==> src/rtl/handshake_arbiter.sv <==
// handshake_arbiter: round-robin arbiter sharing one four-phase send/ack
// peripheral link among N_REQ requesters. The winner's request data goes to
// the peripheral, and the peripheral's response is returned to the winner
// before its grant is released.
// Optional feature macro: ARB_TIMEOUT_EN bounds each peripheral phase to
// TIMEOUT wait cycles and raises a sticky err_flag when that bound is hit.
module handshake_arbiter #(
  parameter int N_REQ   = 4,
  parameter int DATA_W  = 4,
  parameter int TIMEOUT = 15
) (
  input  logic                      clk,
  input  logic                      rst,
  input  logic [N_REQ-1:0]          req_send,
  input  logic [N_REQ*DATA_W-1:0]   req_dados,
  output logic [N_REQ-1:0]          req_ack,
  output logic [DATA_W-1:0]         resp_dados,
  output logic                      per_send,
  output logic [DATA_W-1:0]         per_dados,
  input  logic                      per_ack,
  input  logic [DATA_W-1:0]         per_resp,
  output logic [$clog2(N_REQ)-1:0]  grant,
  output logic [2:0]                estado,
  output logic [7:0]                txn_count,
  output logic                      err_flag
);
  localparam int GW = $clog2(N_REQ);

  typedef enum logic [2:0] {
    IDLE    = 3'b000,
    PER_REQ = 3'b001,
    PER_REL = 3'b010,
    REQ_REL = 3'b011
  } state_t;

  // Reject out-of-range configurations at elaboration.
  if (N_REQ < 2 || N_REQ > 8 || TIMEOUT < 1 || TIMEOUT > 255) begin : g_param_chk
    $error("handshake_arbiter: parameter out of range");
  end

  state_t              state, nxt_state;
  logic [GW-1:0]       last_grant, nxt_last_grant, nxt_grant;
  logic [N_REQ-1:0]    nxt_req_ack;
  logic [DATA_W-1:0]   nxt_resp_dados, nxt_per_dados;
  logic                nxt_per_send;
  logic [7:0]          nxt_txn_count;

  logic [GW-1:0]       win, idx;
  logic                win_vld;
  logic [DATA_W-1:0]   win_data;

`ifdef ARB_TIMEOUT_EN
  localparam logic [7:0] TO_LAST = 8'(TIMEOUT - 1);
  logic [7:0] cnt, nxt_cnt;
  logic       err_q, nxt_err;
  assign err_flag = err_q;
`else
  assign err_flag = 1'b0;
`endif

  assign estado = state;

  // Round-robin search from last_grant+1; walking offsets downward lets the
  // nearest requester overwrite farther ones, so the first set bit wins.
  always_comb begin
    win_vld = 1'b0;
    win     = '0;
    idx     = '0;
    for (int off = N_REQ; off >= 1; off--) begin
      idx = GW'((int'(last_grant) + off) % N_REQ);
      if (req_send[idx]) begin
        win_vld = 1'b1;
        win     = idx;
      end
    end
  end

  // Mux out the winner's request data slice.
  always_comb begin
    win_data = '0;
    for (int i = 0; i < N_REQ; i++)
      if (win == GW'(i)) win_data = req_dados[i*DATA_W +: DATA_W];
  end

  // Next-state and next-output logic; everything holds unless a transition fires.
  always_comb begin
    nxt_state      = state;
    nxt_last_grant = last_grant;
    nxt_grant      = grant;
    nxt_req_ack    = req_ack;
    nxt_resp_dados = resp_dados;
    nxt_per_send   = per_send;
    nxt_per_dados  = per_dados;
    nxt_txn_count  = txn_count;
`ifdef ARB_TIMEOUT_EN
    nxt_cnt        = cnt;
    nxt_err        = err_q;
`endif
    case (state)
      IDLE: begin
        if (win_vld) begin
          nxt_grant      = win;
          nxt_last_grant = win;
          nxt_per_dados  = win_data;
          nxt_per_send   = 1'b1;
          nxt_state      = PER_REQ;
`ifdef ARB_TIMEOUT_EN
          nxt_cnt        = '0;
`endif
        end
      end
      PER_REQ: begin
        if (per_ack) begin
          nxt_resp_dados = per_resp;
          nxt_per_send   = 1'b0;
          nxt_state      = PER_REL;
`ifdef ARB_TIMEOUT_EN
          nxt_cnt        = '0;
        end else if (cnt == TO_LAST) begin
          nxt_per_send       = 1'b0;
          nxt_resp_dados     = '0;
          nxt_err            = 1'b1;
          nxt_req_ack[grant] = 1'b1;
          nxt_state          = REQ_REL;
        end else begin
          nxt_cnt = cnt + 8'd1;
`endif
        end
      end
      PER_REL: begin
        if (!per_ack) begin
          nxt_req_ack[grant] = 1'b1;
          nxt_txn_count      = txn_count + 8'd1;
          nxt_state          = REQ_REL;
`ifdef ARB_TIMEOUT_EN
        end else if (cnt == TO_LAST) begin
          nxt_per_send       = 1'b0;
          nxt_resp_dados     = '0;
          nxt_err            = 1'b1;
          nxt_req_ack[grant] = 1'b1;
          nxt_state          = REQ_REL;
        end else begin
          nxt_cnt = cnt + 8'd1;
`endif
        end
      end
      REQ_REL: begin
        if (!req_send[grant]) begin
          nxt_req_ack[grant] = 1'b0;
          nxt_state          = IDLE;
        end
      end
      default: nxt_state = IDLE;
    endcase
  end

  // State and output registers; reset drops the link immediately.
  always_ff @(posedge clk or posedge rst) begin
    if (rst) begin
      state      <= IDLE;
      last_grant <= GW'(N_REQ - 1);
      grant      <= '0;
      req_ack    <= '0;
      resp_dados <= '0;
      per_send   <= 1'b0;
      per_dados  <= '0;
      txn_count  <= '0;
`ifdef ARB_TIMEOUT_EN
      cnt        <= '0;
      err_q      <= 1'b0;
`endif
    end else begin
      state      <= nxt_state;
      last_grant <= nxt_last_grant;
      grant      <= nxt_grant;
      req_ack    <= nxt_req_ack;
      resp_dados <= nxt_resp_dados;
      per_send   <= nxt_per_send;
      per_dados  <= nxt_per_dados;
      txn_count  <= nxt_txn_count;
`ifdef ARB_TIMEOUT_EN
      cnt        <= nxt_cnt;
      err_q      <= nxt_err;
`endif
    end
  end
endmodule

==> config.mk <==
export PLATFORM = sky130hd
export DESIGN_NAME = handshake_arbiter
export DESIGN_NICKNAME = d
export VERILOG_FILES = /design/src/rtl/handshake_arbiter.sv
export SDC_FILE = /design/constraint.sdc
export NUM_CORES = 1
export LEC_CHECK = 0
export ABC_AREA = 1
export BUFFER_PORTS_ARGS = -buffer_cell sky130_fd_sc_hd__buf_2
export CORE_MARGIN = 2
export CORE_UTILIZATION = 40
export CTS_CLUSTER_SIZE = 10
export DETAILED_ROUTE_END_ITERATION = 16
export PLACE_DENSITY_LB_ADDON = 0.25
export RECOVER_POWER = 25
export SLEW_MARGIN = 40
export SYNTH_ARGS = -nofsm -noshare
export SYNTH_HDL_FRONTEND = slang
export SYNTH_SLANG_ARGS = --single-unit
==> constraint.sdc <==
create_clock -name clk -period 2 [get_ports clk]
set_clock_uncertainty 0.15 [all_clocks]
set_input_delay 0.1 -clock clk [delete_from_list [all_inputs] [get_ports clk]]
set_output_delay 0.1 -clock clk [all_outputs]
set_load 0.02 [all_outputs]
==> flow_metrics.tcl, run 1 <==
set metrics [dict create \
    netlist_area_sq_um 1600 \
    drtIter0Drc 49 \
    final_cell_count_no_fill 330 \
    leakage_nw 1.23 \
    cts_max_level 1 \
    clk-insertion-delay-late_ns 0.27 \
    power_mw 3.93 \
    cts-root-buf "clkbuf_8" \
    die_area_sq_um 4520 \
    die_h_um 67.2 \
    hpwl_mm 2.78 \
    grt_start_max_net_pins 28 \
    synthToLayoutAreaGrowth_pct 38.1 \
    ys_seq_elements 27 \
    num_vias 1550 \
    setup_violations 4 \
    start_kind "flip-flop" \
    powerDensity_nw_per_um2 1780 \
    final_common_cell "nand2_1" \
    core_sq_um 3740 \
    ios 54 \
    ant_nets 0 \
    synth_edf_count 0 \
    fin_nets 315 \
    violations "negative hold slack, negative setup slack" \
    relSlewSlack_pct 55.6 \
    crit_required_ns 2.02 \
    cts_buffer_depth 2 \
    cts_tree "built" \
    numPortBuffers 51 \
    ys.flop_type "dfrtp_1" \
    hold_ws_ns -0.00946 \
    wirelength_mm 3.82 \
    start_util_pct 42.7 \
    peakVddDrop_uv 948 \
    place_ws_ns 0.000263 \
    routabilityCongestion 0.852 \
    drive_gt1_share_pct 36.5 \
    firstDrtPassIters 4 \
    antenna_found_initial 0 \
    grt-ovfl-total 0 \
    maxSlewViolCount 0 \
    post-route-period-util_pct 102 \
    grt_pass1_vias 1485 \
    r2r_setup_slack_ns -0.05 \
    syn_inst 208 \
    critPathArrivalTime_ns 2.07 \
    clock_sink_count 27 \
    cp-endpoint "per_dados[3]" \
    grt_pass1_wl_mm 6.20 \
    clk_pin_slew_ns 0.09 \
    synth_cell_types 26 \
    maxCapViolCount 0 \
    r2r-end "per_dados[3]" \
    period_needed_ns 2.05 \
    numCtsBuffers 3 \
    path_class "reg -> reg" \
    dp_cells 312 \
    final_cell_mix "53 x nand2_1, 51 x buf_2, 29 x inv_1" \
    synthArstFlopShare_pct 100 \
    drc_errors 0 \
    fmax_mhz 488 \
    worstHoldPathType "in -> reg" \
    grt_setup_unrepaired "true" \
    die_w_um 67.2 \
    num-fill-cells 360 \
    cp_max_fo 8 \
    num_antenna_cells 0 \
    max_slew.worst_pin.slew_ns 0.665 \
    fin_util_pct 59.0 \
    end_kind "flip-flop" \
    syn_area_per_cell_sq_um 7.69 \
    num_rows 22 \
    status "complete, but fails checks" \
    reg2regPathDepth 15 \
    critical_path.startpoint "last_grant[0]" \
    globalRouteTotalUtil_pct 18.3 \
    routedWlPerCell_um 11.6 \
    viasPerCell 4.70 \
    hold_viol_final 1 \
    yosysSeqAreaShare_pct 42.4 \
    fin_ws_ns -0.0498 \
    ys.warnings.count 0 \
    reg2reg_from "last_grant[0]" \
]
metrics by stage:
stage                     setup TNS [ns]  hold WS [ns]  area, sq um
after floorplan                        0       0.00123         1600
after global placement                 0        0.0266         1950
after detailed placement               0        0.0308         1950
after CTS                              0       0.00138         2130
after global routing              -0.746        0.0289         2210
final                             -0.146      -0.00946         2210
logic make-up (layout without fill, tap and decap cells):
family	Yosys count	in the layout	share of synthesized area [%]
other	1	2	0.235
adder cells (fa/ha/maj)	5	5	3.91
XOR/XNOR	6	6	3.29
multiplexers	4	4	2.82
flip-flops	27	27	42.4
buffers and inverters	35	108	9.78
AO/OA/AOI/OAI	24	24	7.67
AND/OR/NAND/NOR	106	106	29.9
where the power goes:
part           switching [mW]  internal (mW)
combinational            1.56           1.04
sequential              0.204          0.819
clock                   0.170          0.140
total                    1.93           2.00
how the worst min path moves through the flow:
stage	startpoint	to	slack, ns	cells after the start
2_1_floorplan	rst	asynchronous set/reset pin	0.001	1
3_3_place_gp	rst	resp_dados[3]	0.03	3
3_5_place_dp	rst	resp_dados[0]	0.03	3
4_1_cts	per_ack	per_send	0.001	4
5_1_grt	req_dados[12]	per_dados[0]	0.03	5
6_report	req_dados[13]	per_dados[1]	-0.009	5
area by class of cell:
cell class	instances	area, sq um	area share [%]
tap	48	60.1	2.72
sequential	27	678	30.7
clock inverter	1	5.00	0.227
inverter	31	119	5.38
timing repair buffer	73	465	21.1
multi-input combinational	147	840	38.0
clock buffer	3	41.3	1.87
synth_stat cells (2+ instances only):
| cell | instances | area [sq um] |
|---|---|---|
| nor3_1 | 2 | 10.0 |
| ha_1 | 5 | 62.6 |
| o21ai_1 | 4 | 20.0 |
| o21ai_0 | 16 | 80.1 |
| nand2_2 | 7 | 43.8 |
| nand3_1 | 21 | 105 |
| dfstp_2 | 2 | 52.6 |
| buf_4 | 2 | 15.0 |
| buf_6 | 2 | 22.5 |
| nand2_1 | 65 | 244 |
| xnor2_1 | 3 | 26.3 |
| a21oi_1 | 3 | 15.0 |
| mux2_2 | 4 | 45.0 |
| xor2_1 | 3 | 26.3 |
| nor2_1 | 6 | 22.5 |
| dfrtp_1 | 25 | 626 |
| inv_1 | 29 | 109 |
repair_timing:
action / 4_1_cts / 5_1_grt
gates resized for setup: 2 / 23
buffers inserted: 2 / 1
hold endpoints to repair: 32 / 0
cloned: 0 / 0
hold buffers: 11 / 0
endpoints found under the setup margin: 3 / 9
pin swaps: 1 / 9
critical path, stage by stage (launching register included):
cell and delay [ns]:
dfstp_2 0.65, nand2_2 0.07, o21ai_2 0.10, nand2_2 0.09, buf_4 0.13, nand2_1 0.05, nand2_1 0.06, nand2_2 0.08
nand2_4 0.08, buf_12 0.14, nand2_1 0.05, nand2_1 0.05, nand2_1 0.05, nand3_1 0.06, nand2_1 0.06, nand2_1 0.05
routing by layer:
metal  GRT usage [%]  routed length (um)  vias up  share of wire (%)
met2            31.7                1870       39                 49
met3            4.33                 182       11                4.8
met1            21.9                1680      703                 44
met4            7.14                  82        0                2.1
li1                -                   -      797                  -
met5               0                   0        -                  0
Power figures use the tool's default switching activity.
==> run 2, diff against run 1 <==
--- a/config.mk
+++ b/config.mk
@@ -5,7 +5,7 @@
 export SDC_FILE = /design/constraint.sdc
 export NUM_CORES = 1
 export LEC_CHECK = 0
-export ABC_AREA = 1
+export ABC_AREA = 0
 export BUFFER_PORTS_ARGS = -buffer_cell sky130_fd_sc_hd__buf_2
 export CORE_MARGIN = 2
 export CORE_UTILIZATION = 40
==> run 2 against run 1 <==
Effect of this change:
- the run now ends clean
- highest routed layer unchanged
- final area down 13%
- die area decreased by 6.8%
- fmax up 13%
- combinational power down 46%
- clock power shrank 2%
- critical endpoint is now estado[1]
- sequential power barely moved
- critical path depth decreased by 12
- setup slack improved by 0.23 ns
- synthesized cell count down 32%
- critical path type unchanged
- global-route usage is 1.5 points lower
- non-clock buffer count down 11
==> flow_metrics.tcl, run 2 <==
set metrics [dict create \
    status "finished clean" \
    cts-root-buf "clkbuf_8" \
    synth_cell_types 39 \
    die_h_um 64.9 \
    cts_buffer_depth 2 \
    synth_top_area_cell "dfrtp_1" \
    powerDensity_nw_per_um2 1420 \
    start_util_pct 41.2 \
    routabilityCongestion 0.819 \
    synthArstFlopShare_pct 100 \
    setup_violations 0 \
    ys.flop_type "dfrtp_1" \
    drtIter0Drc 26 \
    clock_sink_count 27 \
    timing.setup.tns_ns 0 \
    num_antenna_cells 0 \
    netlist_area_sq_um 1480 \
    worstHoldPathType "in -> reg" \
    leakage_nw 0.944 \
    grt_start_max_net_pins 28 \
    yosysMostFrequentCell "dfrtp_1" \
    hpwl_mm 2.61 \
    period_needed_ns 1.82 \
    final_cell_mix "51 x buf_2, 25 x dfrtp_1, 14 x nand2_1" \
    syn_inst 142 \
    synth.top_cell.area_share_pct 42.2 \
    post-route-period-util_pct 90.9 \
    yosysSeqAreaShare_pct 45.7 \
    core_sq_um 3610 \
    clk_pin_slew_ns 0.09 \
    grt-ovfl-total 0 \
    ys.warnings.count 0 \
    synthToLayoutAreaGrowth_pct 29.6 \
    power_mw 2.73 \
    cts_resized 0 \
    hold_ws_ns 0.00258 \
    num_rows 22 \
    ios 54 \
    numPortBuffers 51 \
    globalRouteTotalUtil_pct 16.8 \
    path_class "reg -> reg" \
    grt_setup_unrepaired "false" \
    drive_gt1_share_pct 35.1 \
    critPathArrivalTime_ns 1.83 \
    firstDrtPassIters 4 \
    r2r_setup_slack_ns 0.18 \
    grt_pass1_vias 1264 \
    ant_nets 0 \
    syn_area_per_cell_sq_um 10.5 \
    cts_tree "built" \
    final_common_cell "buf_2" \
    start_kind "flip-flop" \
    fmax_mhz 550 \
    synth_edf_count 0 \
    relSlewSlack_pct 56.0 \
    antenna_found_initial 0 \
    cts_max_level 1 \
    maxSlewViolCount 0 \
    drc_errors 0 \
    clk-insertion-delay-late_ns 0.27 \
    wirelength_mm 3.21 \
    cts_setup_buffers 0 \
    die_area_sq_um 4210 \
    cp_max_fo 7 \
    numCtsBuffers 3 \
    die_w_um 64.9 \
    viasPerCell 5.17 \
    maxCapViolCount 0 \
    num_vias 1307 \
    max_slew.worst_pin.slew_ns 0.660 \
    peakVddDrop_uv 475 \
    routedWlPerCell_um 12.7 \
    fin_nets 238 \
    end_kind "flip-flop" \
    grt_pass1_wl_mm 5.49 \
    hold_viol_final 0 \
    synth.area.top_cells "dfrtp_1 42%, ha_1 4.2%, mux2_2 3.8%" \
    crit_required_ns 2.01 \
    ys_seq_elements 27 \
    netlist_top_cells_count "25 x dfrtp_1, 14 x nand2_1, 9 x a21oi_1" \
]
-- run 2: cell types whose count changed after synthesis, sizes merged, moves of 4 or more --
cell    change
nand2      -59
inv        -24
nand3      -16
o21ai      -11
a21oi       +8
mux2i       +5
a31oi       +4
and4        +4
nand2b      +4
o31a        +4
-- run 2: worst max-delay path: stages, from the launching register on --
cell and delay (ns):
dfrtp_1 0.46, mux4_2 0.55, a21oi_2 0.21, mux2_1 0.34
-- run 2: cell families (layout without fill, tap and decap cells) --
family	Yosys count	after routing	share of synthesized area [%]
and+or+nand+nor	40	40	14.9
AOI/OAI and AO/OA	39	39	17.7
DFF	27	27	45.7
muxes	12	12	9.44
buffers and inverters	11	73	3.62
xor gates and xnor gates	7	7	4.13
adders and majority gates	5	5	4.22
other	1	2	0.253
-- run 2: repair_timing --
item                       4_1_cts  5_1_grt
hold endpoints to repair        32        0
setup endpoints to repair        0        0
hold buffers                     9        0
-- run 2: worst paths after layout --
path                                from             to  cells after the start
hold reg to reg            last_grant[0]  last_grant[0]                      2
hold / removal             req_dados[14]   per_dados[2]                      3
setup / recovery                grant[0]      estado[1]                      3
min in group asynchronous            rst   txn_count[2]                      4
max in group asynchronous            rst   txn_count[3]                      4
setup reg to reg                grant[0]      estado[1]                      3
-- run 2: area by class of cell --
| cell class | count | area (sq um) |
|---|---|---|
| inverters | 7 | 26.3 |
| repair buffers | 62 | 358 |
| clock buffers | 4 | 45.0 |
| well taps | 48 | 60.1 |
| flip-flops and latches | 27 | 678 |
| fillers | 356 | 1680 |
| multi-input cells | 105 | 756 |
-- run 2: metrics by stage --
| stage | worst slack, ns | utilization (%) | cell area [sq um] | cells |
|---|---|---|---|---|
| finish | 0.181 | 53.3 | 1920 | 253 |
| global route | 0.0769 | 53.3 | 1920 | 253 |
| CTS | 0.173 | 53.4 | 1930 | 253 |
| detailed placement | 0.180 | 49.7 | 1790 | 240 |
| global placement | 0.245 | 49.7 | 1790 | 240 |
| floorplan | 0.116 | - | 1490 | 143 |
-- run 2: per-layer routing --
layer | track usage (%) | wire length [um] | vias to the layer above | share of wire [%]
met1 | 19.8 | 1400 | 625 | 43
met4 | 8.24 | 97 | 0 | 3.0
met2 | 29.9 | 1550 | 42 | 48
li1 | - | - | 631 | -
met5 | 0 | 0 | - | 0
met3 | 2.08 | 164 | 9 | 5.1
-- run 2: report_power, final --
group	switching, mW	internal (mW)
registers	0.216	0.798
logic	0.832	0.578
clock network	0.160	0.143
total	1.21	1.52
